File: config.mk
export PLATFORM = sky130hd
export DESIGN_NAME = multicycle_control_unit
export DESIGN_NICKNAME = d
export VERILOG_FILES = /design/src/rtl/multicycle_control_unit.sv
export SDC_FILE = /design/constraint.sdc
export NUM_CORES = 1
export LEC_CHECK = 0
export BUFFER_PORTS_ARGS = -buffer_cell sky130_fd_sc_hd__clkbuf_2
export CAP_MARGIN = 25
export CORE_ASPECT_RATIO = 1.2
export CORE_MARGIN = 1
export CORE_UTILIZATION = 35
export CTS_CLUSTER_DIAMETER = 30
export DETAILED_ROUTE_END_ITERATION = 16
export PLACE_DENSITY_LB_ADDON = 0.08
export SLEW_MARGIN = 20
export SYNTH_ARGS = -nofsm -noshare
export SYNTH_HDL_FRONTEND = slang
export SYNTH_SLANG_ARGS = --single-unit
File: constraint.sdc
create_clock -name clk -period 3.55 [get_ports clk]
set_input_delay 0.1775 -clock clk [delete_from_list [all_inputs] [get_ports clk]]
set_output_delay 0.1775 -clock clk [all_outputs]
set_load 0.02 [all_outputs]
File: src/rtl/multicycle_control_unit.sv
// Main control FSM of the multicycle RV32I core.
// Sequences fetch, decode, execute, memory and writeback from the IR opcode.
// It drives the ALU_Control inputs (ALU_CO_o, is_immediate_o) and every datapath
// mux select and enable. Fetch and data accesses stall on mem_ready_i.
//
// Ports:
//   clk, rst         - clock; asynchronous active-high reset (state -> FETCH)
//   opcode_i         - instr[6:0]; sampled only in DECODE and MEMADR
//   mem_ready_i      - memory completes the current access this cycle
//   pc_write_o       - unconditional PC load
//   pc_write_cond_o  - PC load gated by branch-taken
//   pc_source_o      - PC source: 0 = ALU result, 1 = ALUOut
//   ir_write_o       - IR / oldPC load
//   mem_read_o       - memory read request
//   mem_write_o      - memory write request
//   lorD_o           - address select: 0 = PC, 1 = ALUOut
//   reg_write_o      - register-file write enable
//   memto_reg_o      - rd source: 00 = ALUOut, 01 = MDR, 10 = PC
//   alu_src_a_o      - 00 = PC, 01 = oldPC, 10 = rs1, 11 = zero
//   alu_src_b_o      - 00 = rs2, 01 = 4, 10 = imm
//   ALU_CO_o         - 00 = add, 01 = branch, 10 = ALU op
//   is_immediate_o   - set only in EXEC_I
//   retire_o         - pulse in the final state of each legal instruction
//   illegal_o        - unknown opcode seen in DECODE
//   state_o          - current state (debug)
module multicycle_control_unit #(
  parameter int unsigned STATE_W = 4
) (
  input  logic               clk,
  input  logic               rst,
  input  logic [6:0]         opcode_i,
  input  logic               mem_ready_i,
  output logic               pc_write_o,
  output logic               pc_write_cond_o,
  output logic               pc_source_o,
  output logic               ir_write_o,
  output logic               mem_read_o,
  output logic               mem_write_o,
  output logic               lorD_o,
  output logic               reg_write_o,
  output logic [1:0]         memto_reg_o,
  output logic [1:0]         alu_src_a_o,
  output logic [1:0]         alu_src_b_o,
  output logic [1:0]         ALU_CO_o,
  output logic               is_immediate_o,
  output logic               retire_o,
  output logic               illegal_o,
  output logic [STATE_W-1:0] state_o
);

  localparam logic [6:0] OpLoad   = 7'b0000011;
  localparam logic [6:0] OpStore  = 7'b0100011;
  localparam logic [6:0] OpRType  = 7'b0110011;
  localparam logic [6:0] OpIType  = 7'b0010011;
  localparam logic [6:0] OpBranch = 7'b1100011;
  localparam logic [6:0] OpJal    = 7'b1101111;
  localparam logic [6:0] OpJalr   = 7'b1100111;
  localparam logic [6:0] OpLui    = 7'b0110111;
  localparam logic [6:0] OpAuipc  = 7'b0010111;

  // Encoding is visible on state_o, so enumerator order is significant.
  typedef enum logic [STATE_W-1:0] {
    StFetch,
    StDecode,
    StMemAdr,
    StMemRead,
    StMemWb,
    StMemWrite,
    StExecR,
    StExecI,
    StAluWb,
    StBranch,
    StJal,
    StJalr,
    StLui,
    StAuipc
  } state_e;

  state_e state_q, state_d;

  always_ff @(posedge clk or posedge rst) begin
    if (rst) begin
      state_q <= StFetch;
    end else begin
      state_q <= state_d;
    end
  end

  always_comb begin
    state_d         = state_q;
    pc_write_o      = 1'b0;
    pc_write_cond_o = 1'b0;
    pc_source_o     = 1'b0;
    ir_write_o      = 1'b0;
    mem_read_o      = 1'b0;
    mem_write_o     = 1'b0;
    lorD_o          = 1'b0;
    reg_write_o     = 1'b0;
    memto_reg_o     = 2'b00;
    alu_src_a_o     = 2'b00;
    alu_src_b_o     = 2'b00;
    ALU_CO_o        = 2'b00;
    is_immediate_o  = 1'b0;
    retire_o        = 1'b0;
    illegal_o       = 1'b0;

    unique case (state_q)
      StFetch: begin
        // PC + 4 is computed every cycle; PC and IR load only when the fetch lands.
        mem_read_o  = 1'b1;
        alu_src_b_o = 2'b01;
        ir_write_o  = mem_ready_i;
        pc_write_o  = mem_ready_i;
        if (mem_ready_i) state_d = StDecode;
      end
      StDecode: begin
        // Branch target oldPC + imm lands in ALUOut for BRANCH to use.
        alu_src_a_o = 2'b01;
        alu_src_b_o = 2'b10;
        unique case (opcode_i)
          OpLoad, OpStore: state_d = StMemAdr;
          OpRType:         state_d = StExecR;
          OpIType:         state_d = StExecI;
          OpBranch:        state_d = StBranch;
          OpJal:           state_d = StJal;
          OpJalr:          state_d = StJalr;
          OpLui:           state_d = StLui;
          OpAuipc:         state_d = StAuipc;
          default: begin
            state_d   = StFetch;
            illegal_o = 1'b1;
          end
        endcase
      end
      StMemAdr: begin
        alu_src_a_o = 2'b10;
        alu_src_b_o = 2'b10;
        state_d     = (opcode_i == OpStore) ? StMemWrite : StMemRead;
      end
      StMemRead: begin
        mem_read_o = 1'b1;
        lorD_o     = 1'b1;
        if (mem_ready_i) state_d = StMemWb;
      end
      StMemWb: begin
        reg_write_o = 1'b1;
        memto_reg_o = 2'b01;
        retire_o    = 1'b1;
        state_d     = StFetch;
      end
      StMemWrite: begin
        mem_write_o = 1'b1;
        lorD_o      = 1'b1;
        retire_o    = mem_ready_i;
        if (mem_ready_i) state_d = StFetch;
      end
      StExecR: begin
        alu_src_a_o = 2'b10;
        ALU_CO_o    = 2'b10;
        state_d     = StAluWb;
      end
      StExecI: begin
        alu_src_a_o    = 2'b10;
        alu_src_b_o    = 2'b10;
        ALU_CO_o       = 2'b10;
        is_immediate_o = 1'b1;
        state_d        = StAluWb;
      end
      StAluWb: begin
        reg_write_o = 1'b1;
        retire_o    = 1'b1;
        state_d     = StFetch;
      end
      StBranch: begin
        alu_src_a_o     = 2'b10;
        ALU_CO_o        = 2'b01;
        pc_write_cond_o = 1'b1;
        pc_source_o     = 1'b1;
        retire_o        = 1'b1;
        state_d         = StFetch;
      end
      StJal, StJalr: begin
        // Target computed this cycle while rd captures the already-incremented PC.
        alu_src_a_o = (state_q == StJalr) ? 2'b10 : 2'b01;
        alu_src_b_o = 2'b10;
        pc_write_o  = 1'b1;
        reg_write_o = 1'b1;
        memto_reg_o = 2'b10;
        retire_o    = 1'b1;
        state_d     = StFetch;
      end
      StLui: begin
        alu_src_a_o = 2'b11;
        alu_src_b_o = 2'b10;
        state_d     = StAluWb;
      end
      StAuipc: begin
        alu_src_a_o = 2'b01;
        alu_src_b_o = 2'b10;
        state_d     = StAluWb;
      end
      default: begin
        // Unreachable encodings: all outputs stay at 0 and we recover to FETCH.
        state_d = StFetch;
      end
    endcase
  end

  assign state_o = state_q;

endmodule
-- Word level (Yosys, flattened, before mapping)
Cells that the tools add are included.
- $add $sub $neg: 0
- multipliers: 0
- divide/modulo/power cells: 0
- order comparisons: 0
- equality and inequality tests: 25
- shift operators: 0
- multiplexer cells: 22
- bitwise gates (word level): 0
- reduce and logical (&&, ||, !) cells: 14
- operators by type and width (kind ; number):
    one-hot mux 4 bit (8 select lines) ; 1
    equality test 4 bit (second input constant) ; 6
    one-hot mux 4 bit (6 select lines) ; 1
    equality test 7 x 6 -> 1 bit (second input constant) ; 3
    equality test 7 bit (second input constant) ; 3
    equality test 4 x 3 -> 1 bit (second input constant) ; 4
    equality test 7 x 5 -> 1 bit (second input constant) ; 2
    2-to-1 mux 4 bit ; 3
    one-hot mux 2 bit (2 select lines) ; 3
    OR reduction 2 bit ; 6
    OR reduction 4 bit ; 3
    2-to-1 mux 1 bit ; 9
    OR reduction 9 bit ; 1
    equality test 4 x 2 -> 1 bit (second input constant) ; 2
    one-hot mux 2 bit (4 select lines) ; 1
    equality test 7 x 2 -> 1 bit (second input constant) ; 1
    OR reduction 7 bit ; 1
    != test 2 bit (second input constant) ; 3
    OR reduction 5 bit ; 1
    equality test 4 x 1 -> 1 bit (second input constant) ; 1
    zero test 4 bit ; 1
    one-hot mux 1 bit (2 select lines) ; 2
    2-to-1 mux 3 bit ; 1
    AND reduction 3 bit ; 1
    2-to-1 mux 2 bit ; 1
- flip-flop bits (word level): 4
- bits in latches: 0
- bits in writable memories: 0
- memory bits (read-only): 0
- input port bits: 10
- logic and storage cells: 62
- memories kept: 0

-- Longest topological paths before layout
- word-level depth: 4
- gate-level depth with buffers: 5

-- Worst setup path before layout
No wires, ideal clock.
- kind: register to output
- start: reg state_q[2], in the netlist state_o[2]
- end: out pc_write_o
- data arrival time: 1878 ps
- required time: 3372 ps
- setup slack: 1494 ps
- stages on the path, launching flop included: 5
- path buffers: 1
- path through: dfrtp_1 -> buf_2 -> nor4_1 -> and2_1 -> or2_2
- cells in the longest elaborated chain, start to end: 3
- RTL lines (what ; RTL line ; RTL):
    start: declaration ; 79 ; state_e state_q, state_d;
    start signal: assignment ; 83 ; state_q <= StFetch;
    start signal: assignment ; 85 ; state_q <= state_d;
    equality test 4 bit ; 107 ; unique case (state_q)
    OR reduction 2 bit ; 107 ;
    one-hot mux 1 bit (2 select lines) * ; 107 ;
    end: declaration ; 33 ; output logic pc_write_o,
Every way passes the cells marked *; elsewhere a longest branch is shown, timed or not.

-- Worst setup path in the final report
- start: reg state_q[3], in the netlist state_o[3]
- end: out illegal_o
- cells in the longest elaborated chain, start to end: 2
- RTL lines (what ; RTL line ; RTL):
    equality test 4 x 1 -> 1 bit ; 107 ;
    2-to-1 mux 1 bit ; 107 ;
    end: declaration ; 47 ; output logic illegal_o,
Every way passes these cells.

==> results.md <==
- Die Ht: 46.42 um
- Commonest non-fill, non-tap cell in the layout: clkbuf_2
- Main flop type after synthesis: dfrtp_1
- R2R Path End: state_o[3]$_DFFE_PP0P_
- Via count: 684
- Fin. Hold Viols: 0
- H-tree Lvls: 1
- Worst R2R Setup Slack: 2.06 ns
- Die area: 0.001811 mm^2
- Reg2Reg Depth: 3
- Worst-Margin Slew: 0.4406 ns
- Reg2reg start: state_o[3]$_DFFE_PP0P_
- First-pass GRT wire length: 2421 um
- CP Class: reg -> out
- Mapped Cells: 83
- Fillers: 168
- Relative slew slack: 70.63%
- Area Overhead vs Synth: 28.91%
- Row count: 15
- Yosys Warn Count: 0
- CTS tree: done
- Final period util: 55.44%
- Reg clk slew, reported paths: 0.04 ns
- Global-route usage over all layers: 19.12%
- Mapped cell area: 575.6 um^2
- Total Wirelength: 1557 um
- Drt drc: 0
- Number of vias per cell: 5.302
- Max Cap Violations: 0
- Post-synth ARST share: 100.0%
- Largest net degree at the start of global routing: 16
- Slew Viols, Final: 0
- DP HPWL: 1152 um
- Initial antenna violation count: 0
- Storage element area: 100.1 um^2
- CP endpoint: illegal_o
- DRT Pass-1 Iters: 4
- Worst min path class: in -> reg
- Setup crit end kind: primary output
- # port buffers: 32
- CTS root buffer: clkbuf_4
- EDFF count, synth: 0
- CTS Buffer Depth: 2
- Peak supply drop: 234.4 uV
- PwrDens: 378.8 mW/mm^2
- Post-synth top area cell: dfrtp_1
- Starting DRT DRC Count: 6
- Worst-skew pair later-pin latency: 0.23 ns
- Sink Count: 4
- I/O pins: 33
- Largest cells by area after synthesis: dfrtp_1, nor2_1, a21oi_1
- Most frequent cells in the layout: clkbuf_2, nor2_1, nand2_1
- Setup crit start: state_o[3]$_DFFE_PP0P_
- Routability Congestion: 0.7200
- Sequential area share after synthesis: 17.39%
- Yosys top cell area share: 17.39%
- Initial Utilization: 38.82%
- Synth Net Count: 93
- Required time of the critical path: 3.37 ns
- Worst EP arrival: 1.79 ns
- Vias in the first global route: 546
- CTS Buf Count: 3
- Diodes inserted: 0
- Mapped Avg Cell Area: 6.934 um^2
- Die width: 39.02 um
- Fmax: 508.1 MHz
- Pleak: 0.3843 nW
- Final ANT Viol Nets: 0
- Final setup TNS: 0 ns
- Status: finished clean
- Critical-path maximum fanout: 15
- Endpoints failing setup: 0
- Setup crit start kind: register
- Nets@finish: 124
- Core area: 0.001483 mm^2
- Fin Hold WS: 0.2307 ns
- #FFs+latches synth: 4
- Yosys cell types: 32
- Layout cell share with drive strength beyond 1: 37.50%
- Largest register FFs: 4
- Clock skew: 0.002833 ns
- Routed len/inst: 12.07 um
- Footprint of the multi-input gates: 412.9 um^2
- RSZ-0062 raised after global routing: no
- Final Critical Period: 1.968 ns
- Grt total ovfl: 0
[metrics by stage]
step	instance area [um^2]	util, %	total power (W)	instances	worst slack (ns)
CTS	742.0	50.04	0.0002842	129	1.567
finish	742.0	50.04	0.0002811	129	1.582
global route	742.0	50.04	0.0003073	129	1.484
floorplan	575.6	-	0.0001828	83	1.494
detailed placement	709.4	47.85	0.0002270	125	1.813
global placement	709.4	47.85	0.0002275	125	1.829
[where the power goes]
| group | switching, W | internal [W] | total (W) |
|---|---|---|---|
| sequential | 0.0000171 | 0.0000502 | 0.0000673 |
| combinational | 0.0000996 | 0.0000601 | 0.000160 |
| clock | 0.0000164 | 0.0000377 | 0.0000541 |
| total | 0.000133 | 0.000148 | 0.000281 |
[synthesized netlist by cell type (2+ instances only)]
master      n
a21oi_1     6
and2_1      2
and3_1      2
and3b_1     2
buf_2       2
buf_4       3
dfrtp_1     4
inv_1       4
nand2_1     8
nand2b_1    4
nand3_1     2
nor2_1     10
nor2b_1     2
nor3_1      5
o2111ai_1   2
o21ai_0     6
o31ai_1     2
o31ai_2     2
or2_2       2
[layout make-up]
class,instances,area share [%]
sequential,4,13.49
tap,17,2.867
clock buffer,3,3.035
inverter,4,2.024
multi-input combinational,68,55.65
timing repair buffer,33,22.93
[kinds of logic (layout without fill, tap and decap cells)]
group,Yosys count,count (layout),share of synthesized area (%)
buffers and inverters,11,40,10.87
DFF,4,4,17.39
and+or+nand+nor,42,42,39.35
AOI/OAI and AO/OA,26,26,32.39
[metal layers]
layer / track usage [%] / up-vias / wire (um)
li1: - / 360 / -
met1: 25.00 / 295 / 674
met4: 6.897 / 0 / 26
met5: 0 / - / 0
met2: 32.00 / 27 / 786
met3: 1.932 / 2 / 70
[critical path: stages, from the launching register on]
cell and delay, ns:
dfrtp_1 0.52, nand2b_4 0.24, or3_4 0.37, o31ai_2 0.24, clkbuf_2 0.20
[what timing repair did]
item                                   CTS  global route
hold buffers                             1             0
endpoints found under the hold margin    4             0
setup buffers                            0             0
gates resized for setup                  0             0
[worst min path at each step]
stage | start | endpoint | cells past startpoint
after floorplan | rst | state_o[0]$_DFFE_PP0P_ | 1
after global placement | rst | state_o[1]$_DFFE_PP0P_ | 2
after detailed placement | rst | state_o[1]$_DFFE_PP0P_ | 2
after CTS | opcode_i[1] | state_o[1]$_DFFE_PP0P_ | 3
after global routing | opcode_i[1] | state_o[1]$_DFFE_PP0P_ | 3
final | opcode_i[1] | state_o[1]$_DFFE_PP0P_ | 3
(Power assumes the default switching activity.)
